### config.mk
export PLATFORM = sky130hd
export DESIGN_NAME = data_delay_meas
export DESIGN_NICKNAME = d
export VERILOG_FILES = /design/src/rtl/data_delay_meas.sv
export SDC_FILE = /design/constraint.sdc
export NUM_CORES = 1
export LEC_CHECK = 0
export ABC_AREA = 0
export BUFFER_PORTS_ARGS = -buffer_cell sky130_fd_sc_hd__buf_2
export CAP_MARGIN = 20
export CORE_ASPECT_RATIO = 0.6
export CORE_UTILIZATION = 35
export CTS_BUF_LIST = sky130_fd_sc_hd__clkbuf_8 sky130_fd_sc_hd__clkbuf_16
export CTS_CLUSTER_DIAMETER = 100
export DETAILED_ROUTE_END_ITERATION = 10
export GPL_ROUTABILITY_DRIVEN = 0
export PLACE_DENSITY_LB_ADDON = 0.05
export RECOVER_POWER = 50
export SLEW_MARGIN = 15
export SYNTH_ARGS = -nofsm -noshare
export SYNTH_HDL_FRONTEND = slang
export SYNTH_SLANG_ARGS = --single-unit
### constraint.sdc
create_clock -name clk -period 4.35 [get_ports clk]
set_input_delay 0.6525 -clock clk [delete_from_list [all_inputs] [get_ports clk]]
set_output_delay 0.6525 -clock clk [all_outputs]
set_load 0.02 [all_outputs]
### src/rtl/data_delay_meas.sv
// Measures the delay between a reference stream and a delayed copy of it.
// It searches the reference history taps for the lowest one that keeps matching, then tracks the lock.
module data_delay_meas #(
    parameter int WIDTH     = 4,
    parameter int MAX_DELAY = 7,
    parameter int MATCH_LEN = 8,
    parameter int LOSS_LEN  = 4,
    parameter int TIMEOUT   = 64
) (
    input  logic                           clk,
    input  logic                           resetn,
    input  logic                           start,
    input  logic [WIDTH-1:0]               ref_in,
    input  logic [WIDTH-1:0]               dly_in,
    output logic [$clog2(MAX_DELAY+1)-1:0] delay,
    output logic                           valid,
    output logic                           busy,
    output logic                           fail
);

    localparam int DW = $clog2(MAX_DELAY + 1);
    localparam int CW = $clog2(MATCH_LEN + 1);
    localparam int LW = $clog2(LOSS_LEN + 1);
    localparam int TW = $clog2(TIMEOUT + 1);

    typedef enum logic [1:0] {IDLE, SEARCH, LOCKED} state_t;

    state_t            state, state_nx;
    logic [WIDTH-1:0]  sreg [1:MAX_DELAY];
    logic [WIDTH-1:0]  hist [0:MAX_DELAY];
    logic [DW-1:0]     fill;
    logic [CW-1:0]     cnt  [0:MAX_DELAY];
    logic [MAX_DELAY:0] hit, winner;
    logic              any_win;
    logic [DW-1:0]     win_idx;
    logic [TW-1:0]     tcnt, tcnt_nx;
    logic [LW-1:0]     lcnt, lcnt_nx;
    logic [DW-1:0]     delay_nx;
    logic              fail_nx, cnt_clr, cnt_run;

    // History and fill run every cycle regardless of FSM state.
    always_ff @(posedge clk or negedge resetn) begin
        if (!resetn) begin
            for (int k = 1; k <= MAX_DELAY; k++) sreg[k] <= '0;
            fill <= '0;
        end else begin
            sreg[1] <= ref_in;
            for (int k = 2; k <= MAX_DELAY; k++) sreg[k] <= sreg[k-1];
            if (fill != DW'(MAX_DELAY)) fill <= fill + 1'b1;
        end
    end

    // A tap only counts once real samples have reached it, never reset-cleared history.
    always_comb begin
        hist[0] = ref_in;
        for (int k = 1; k <= MAX_DELAY; k++) hist[k] = sreg[k];
        hit     = '0;
        winner  = '0;
        for (int k = 0; k <= MAX_DELAY; k++) begin
            hit[k]    = (fill >= DW'(k)) && (dly_in == hist[k]);
            winner[k] = hit[k] && (cnt[k] >= CW'(MATCH_LEN - 1));
        end
        any_win = |winner;
        win_idx = '0;
        for (int k = MAX_DELAY; k >= 0; k--) begin
            if (winner[k]) win_idx = DW'(k);
        end
    end

    always_ff @(posedge clk or negedge resetn) begin
        if (!resetn) begin
            for (int k = 0; k <= MAX_DELAY; k++) cnt[k] <= '0;
        end else if (cnt_clr) begin
            for (int k = 0; k <= MAX_DELAY; k++) cnt[k] <= '0;
        end else if (cnt_run) begin
            for (int k = 0; k <= MAX_DELAY; k++) begin
                if (!hit[k])                          cnt[k] <= '0;
                else if (cnt[k] != CW'(MATCH_LEN))    cnt[k] <= cnt[k] + 1'b1;
            end
        end
    end

    always_ff @(posedge clk or negedge resetn) begin
        if (!resetn) begin
            state <= IDLE;
            delay <= '0;
            fail  <= 1'b0;
            tcnt  <= '0;
            lcnt  <= '0;
        end else begin
            state <= state_nx;
            delay <= delay_nx;
            fail  <= fail_nx;
            tcnt  <= tcnt_nx;
            lcnt  <= lcnt_nx;
        end
    end

    // A start pulse takes precedence over every lock, loss and timeout event.
    always_comb begin
        state_nx = state;
        delay_nx = delay;
        fail_nx  = fail;
        tcnt_nx  = tcnt;
        lcnt_nx  = lcnt;
        cnt_clr  = 1'b0;
        cnt_run  = 1'b0;
        if (start) begin
            state_nx = SEARCH;
            fail_nx  = 1'b0;
            tcnt_nx  = '0;
            cnt_clr  = 1'b1;
        end else begin
            case (state)
                SEARCH: begin
                    cnt_run = 1'b1;
                    if (any_win) begin
                        state_nx = LOCKED;
                        delay_nx = win_idx;
                        lcnt_nx  = '0;
                    end else if (tcnt == TW'(TIMEOUT - 1)) begin
                        state_nx = IDLE;
                        fail_nx  = 1'b1;
                    end else begin
                        tcnt_nx = tcnt + 1'b1;
                    end
                end
                LOCKED: begin
                    if (hit[delay]) begin
                        lcnt_nx = '0;
                    end else if (lcnt == LW'(LOSS_LEN - 1)) begin
                        state_nx = SEARCH;
                        tcnt_nx  = '0;
                        cnt_clr  = 1'b1;
                    end else begin
                        lcnt_nx = lcnt + 1'b1;
                    end
                end
                default: ;
            endcase
        end
    end

    assign valid = (state == LOCKED);
    assign busy  = (state == SEARCH);

endmodule

==> After elaboration in Yosys (flattened, before gate mapping) <==
Index checks and enable logic that the tools add are counted.
{ "totals": {"latchBits": 0, "output_inout_bits": 6, "mem_bits_rw": 0, "word_cells": 176, "register_bits": 79, "input_bits": 11, "romBits": 0, "n_memories": 0} }
{ "op_classes": {"muxes": 54, "eq_ne": 37, "multipliers": 0, "reduce_logical": 35, "addsub": 11, "div_mod_pow": 0, "n_bitwise": 1, "magnitude_cmp": 17, "shift": 0} }
{ "ops": {"columns": ["operator", "count"], "rows": [
  ["$mux 32", 2],
  ["$mux 4", 16],
  ["$mux 7", 5],
  ["$mux 3", 11],
  ["$add 4x1->4 const B", 8],
  ["$eq 4x4->1", 8],
  ["$ge 4x3->1 const B", 8],
  ["$ne 4x4->1 const B", 8],
  ["$ne 3x1->1 const B", 8],
  ["$logic_and 1x1->1", 16],
  ["$reduce_and 2->1", 8],
  ["$ne 3x3->1 const B", 5],
  ["$pmux 7 s2", 1],
  ["$ge 3x3->1 const B", 4],
  ["$mux 1", 11],
  ["$mux 2", 5],
  ["$reduce_and 4->1", 2],
  ["$reduce_bool 2->1", 4],
  ["$reduce_or 8->1", 1],
  ["$add 7x1->7 const B", 1],
  ["$eq 7x6->1 const B", 1],
  ["$add 3x1->3 const B", 2],
  ["$ge 3x1->1 const B", 2],
  ["$ge 3x2->1 const B", 2],
  ["15 further kinds", 16]
]} }

==> Depth between registers and ports, before layout <==
{ "logic_depth": {"depth_word": 11, "depth_mapped": 11, "depth_no_buf": 9} }

==> Least setup slack after synthesis <==
Ideal clock, no wire load.
{ "synth_timing": {"kind": "input -> register", "from": "input port dly_in[3]", "to": "register lcnt[0]", "t_required_ns": 4.222, "setup_time_ns": 0.128, "slack_ns": 1.530, "arrival_ns": 2.693, "cell_stages": 8, "n_path_buf": 1, "cell_sequence": "buf_4 -> xor2_1 -> or3_1 -> nand3b_1 -> o22ai_1 -> nor3_2 -> a211oi_2 -> mux2_1"} }
{ "synth_between": {"elab_chain_len": 6, "elab_cells_between_ends": 32, "cone_classes": "eq/ne (10); mux (4); reduce/logical (18)"} }
{ "synth_rtl": {"columns": ["element", "line_no", "source"], "rows": [
  ["from (decl)", "14", "input logic [WIDTH-1:0] dly_in,"],
  ["$eq 4x4->1", "60", "hit[k] = (fill >= DW'(k)) && (dly_in == hist[k]);"],
  ["$logic_and 1x1->1", "60", null],
  ["$bmux 1 s3 / $logic_and 1x1->1 (equally long branches)", "129, 61", null],
  ["$mux 1 (not written as such) / $reduce_or 8->1 (equally long branches)", "129, 63", null],
  ["$ne 3x3->1 (no source line) (tied with other cells)", null, null],
  ["$reduce_and 4->1 (no source line) / $pmux 3 s2 (equally long branches)", null, null],
  ["to (signal assigned)", "95", "lcnt <= lcnt_nx;"],
  ["to (decl)", "37", "logic [LW-1:0] lcnt, lcnt_nx;"]
]} }
Several ways; a longest one is shown, not always the timed one. The select of a mux whose other input is x is not followed.
A chain may end at the register's enable or synchronous reset.

==> Worst setup path after layout <==
{ "layout_timing": {"from": "register fill[1]", "to": "register lcnt[1]"} }
{ "layout_between": {"elab_chain_len": 6, "elab_cells_between_ends": 32, "cone_classes": "order compare (8); eq/ne (2); mux (4); reduce/logical (18)"} }
{ "layout_rtl": {"columns": ["element", "line_no", "source"], "rows": [
  ["from (decl)", "31", "logic [DW-1:0] fill;"],
  ["from (signal assigned)", "49", "if (fill != DW'(MAX_DELAY)) fill <= fill + 1'b1;"],
  ["$ge 3x1->1 (tied with other cells)", "60", null],
  ["$logic_and 1x1->1", "60", null],
  ["$bmux 1 s3 / $logic_and 1x1->1 (equally long branches)", "129, 61", null],
  ["$mux 1 (not written as such) / $reduce_or 8->1 (equally long branches)", "129, 63", null],
  ["$ne 3x3->1 (no source line) (tied with other cells)", null, null],
  ["$reduce_and 4->1 (no source line) / $pmux 3 s2 (equally long branches)", null, null]
]} }
Several ways; a longest one is shown, not always the timed one. The select of a mux whose other input is x is not followed.

==> flow_metrics.py <==
metrics = {
    "status": {
        "outcome": "finished, violations left",
        "violations": "capacitance limit, slew limit",
    },
    "floorplanning": {
        "core_um2": 12100,
        "start_util": 0.360,
        "fp.dieH_um": 88.4,
        "rows": 31,
        "ios": 17,
        "dieArea_um2": 12900,
        "die_x_um": 146,
    },
    "setup_path": {
        "r2r_start": "fill[1]$_DFFE_PN0N_",
        "path_class": "flip-flop to flip-flop",
        "max_stage_delay_ns": 0.48,
        "endpoint_kind": "flip-flop",
        "r2r_slack_ns": 1.12,
        "startpoint_type": "flip-flop",
        "worst-path-max-fanout": 7,
        "path_cells": "ha_1 > ha_1 > a31oi_1 > or3_1 > nand3b_1 > o22ai_1 > nor3_2 > a211oi_2 > mux2_1",
        "required_ns": 4.58,
        "cpMaxStageDelayCell": "dfrtp_1",
        "path_common_cell": "ha_1",
        "crit_arrival_ns": 3.46,
        "r2r-end": "lcnt[1]$_DFFE_PN0P_",
        "ff2ff_path_depth": 9,
    },
    "clocking": {
        "cts_tree": "built",
        "cts_resized": 0,
        "clk_pin_slew_ns": 0.07,
        "numCtsBuffers": 9,
        "cts_sinks": 79,
        "postCtsHoldBufs": 0,
        "clockBufferDepth": 2,
        "clk_latency_ns": 0.34,
        "cts.htree.levels": 3,
        "post_cts_buffers": 0,
        "cts-root-buf": "clkbuf_16",
    },
    "global_routing": {
        "grt_pass1_wl_um": 16500,
        "antenna_found_initial": 0,
        "overflow": 0,
        "grt_max_degree": 51,
        "grt_pass1_vias": 3124,
        "grtUsageTotal": 0.167,
    },
    "logic_synthesis": {
        "ys_seq_elements": 79,
        "synth-edff-count": 0,
        "ys_seq_area_frac": 0.454,
        "syn_avg_cell_area_um2": 9.84,
        "synth_area_leader_cell": "dfrtp_1",
        "synth-main-ff-cell": "dfrtp_1",
        "yosys.cell_types.count": 51,
        "syn_nets": 479,
        "synthTopCellsByArea": "dfrtp_1 45%, ha_1 7.2%, xnor2_1 4.4%",
        "synthArstFlopShare": 1.00,
        "ys_warn_count": 0,
        "synth_top_area_share": 0.454,
        "netlist_instances": 443,
        "synth_area_um2": 4360,
    },
    "timing": {
        "fin_skew_ns": 0.00725,
        "slew_violations": 51,
        "finalCritPeriodShare": 0.743,
        "fmaxAchievable_mhz": 310,
        "fin_tns_setup_ns": 0,
        "final-setup-viol-count": 0,
        "rsz0062_at_grt": "false",
        "min_period_ns": 3.23,
        "final-hold-violation-count": 0,
        "worst_pin_slew_ns": 2.84,
        "relSlewSlack": -0.896,
    },
    "route": {
        "wl_met2_um": 3940,
        "first_pass_iters": 4,
        "drc": 0,
        "postRouteAntennaNets": 0,
        "finalWirelength_um": 9960,
        "highest_layer": "met4",
        "vias": 3272,
        "wl_met1_um": 5550,
        "drt-initial-drc-count": 177,
        "post_drt_wl_per_cell_um": 15.9,
        "viasPerCell": 5.22,
        "wl_met3_um": 314,
    },
    "pwr": {
        "p_per_area_nw_per_um2": 394,
        "leakage_nw": 2.16,
        "power_w": 0.00192,
        "irDropWorstVdd_mv": 0.202,
    },
    "worst_hold_path": {
        "min_path_type": "flip-flop to flip-flop",
        "holdPathStages": 0,
        "worstHoldStart": "hist[22]$_DFF_PN0_",
        "min_to": "hist[18]$_DFF_PN0_",
    },
    "cells_and_area": {
        "nNetsFinal": 493,
        "drive_above_1_share": 0.0887,
        "multi_input_area_um2": 2190,
        "nFillCells": 1237,
        "syn2layout_area_growth_pct": 11.9,
        "regArea_um2": 1980,
        "diodes": 0,
        "instances_no_fill": 627,
    },
    "place": {
        "dpl.hpwl_um": 7100,
        "io_buffers": 16,
        "dp_cells": 611,
    },
    "flow_run": {
        "drv_cap": 1,
    },
}
[area by class of cell]
cell class	instances	share of cell area
well taps	165	0.0423
clock inverters	7	0.0162
clock buffers	9	0.0462
multi-input cells	322	0.450
repair buffers	20	0.0208
flip-flops and latches	79	0.405
inverters	25	0.0192
[per-layer routing]
| metal | track usage | up-vias |
|---|---|---|
| met3 | 0.0376 | 13 |
| li1 | - | 1587 |
| met5 | 0 | - |
| met1 | 0.248 | 1623 |
| met2 | 0.238 | 49 |
| met4 | 0.0568 | 0 |
[worst max-delay path, delay by kind of cell (launching register included)]
kind / cells / cell delay [ns]
adder cells (fa/ha/maj): 2 / 0.50
AND/OR/NAND/NOR: 3 / 0.88
flip-flops: 1 / 0.48
multiplexers: 1 / 0.36
AO/OA/AOI/OAI: 3 / 0.90
[flip-flops by register name, indices dropped and copies added (netlist names)]
register  cells
hist         28
state         2
tcnt          7
delay         3
cnt          32
lcnt          3
fill          3
fail          1
[per-stage QoR]
stage | cell area (um2) | util | hold WS [ns] | setup WS, ns
after global routing | 4880 | 0.403 | 0.402 | 0.463
final | 4880 | 0.403 | 0.391 | 1.12
after global placement | 4580 | 0.379 | 0.376 | 1.17
after floorplan | 4360 | - | 0.357 | 1.53
after CTS | 4890 | 0.404 | 0.377 | 1.13
after detailed placement | 4580 | 0.379 | 0.380 | 1.13
[power by group]
group,internal [W],switching [W]
logic,0.000118,0.000230
clock network,0.000452,0.000326
registers,0.000767,0.0000297
total,0.00134,0.000586
[cells in the mapped netlist (all sizes together), types with 9 or more instances]
| master | n |
|---|---|
| dfrtp | 79 |
| nor2 | 45 |
| nand2 | 30 |
| o21ai | 30 |
| a21oi | 29 |
| ha | 25 |
| inv | 25 |
| xnor2 | 22 |
| nand3b | 16 |
| and3 | 11 |
| nor3 | 11 |
| xor2 | 11 |
| a22oi | 10 |
| clkbuf | 9 |
[layout by cell type (no fill, tap or decap), types with 4 or more instances in the layout]
master,netlist,layout
dfrtp_1,79,79
nor2_1,45,45
nand2_1,30,30
a21oi_1,29,29
o21ai_0,28,28
inv_1,25,25
ha_1,25,25
xnor2_1,22,22
nand3b_1,16,16
xor2_1,11,11
and3_1,11,11
buf_2,1,11
nor3_1,10,10
a22oi_1,10,10
clkbuf_16,0,9
mux2i_1,8,8
nand3_1,6,6
a211o_1,6,6
nor4bb_1,5,5
clkbuf_1,9,5
nor2b_1,4,4
or3_1,4,4
o22ai_1,4,4
nand4b_1,4,4
mux2_1,4,4
[worst max-delay path by stage]
stage               depth (start not counted)                start  slack, ns                   to
floorplan                                   8            dly_in[3]       1.53  lcnt[0]$_DFFE_PN0P_
global placement                            9  fill[1]$_DFFE_PN0N_       1.17  lcnt[2]$_DFFE_PN0P_
detailed placement                          9  fill[1]$_DFFE_PN0N_       1.13  lcnt[1]$_DFFE_PN0P_
CTS                                         9  fill[1]$_DFFE_PN0N_       1.13  lcnt[1]$_DFFE_PN0P_
global route                                2               resetn       0.46    hist[3]$_DFF_PN0_
finish                                      9  fill[1]$_DFFE_PN0N_       1.12  lcnt[1]$_DFFE_PN0P_
[kinds of logic (layout without fill, tap and decap cells)]
logic type,Yosys count,in the layout,share of synthesized area
buffers and inverters,42,61,0.0433
DFF,79,79,0.454
and+or+nand+nor,152,152,0.189
AOI/OAI and AO/OA,100,100,0.148
adders and majority gates,25,25,0.0718
muxes,12,12,0.0287
xor gates and xnor gates,33,33,0.0663
Power figures use the tool's default switching activity.
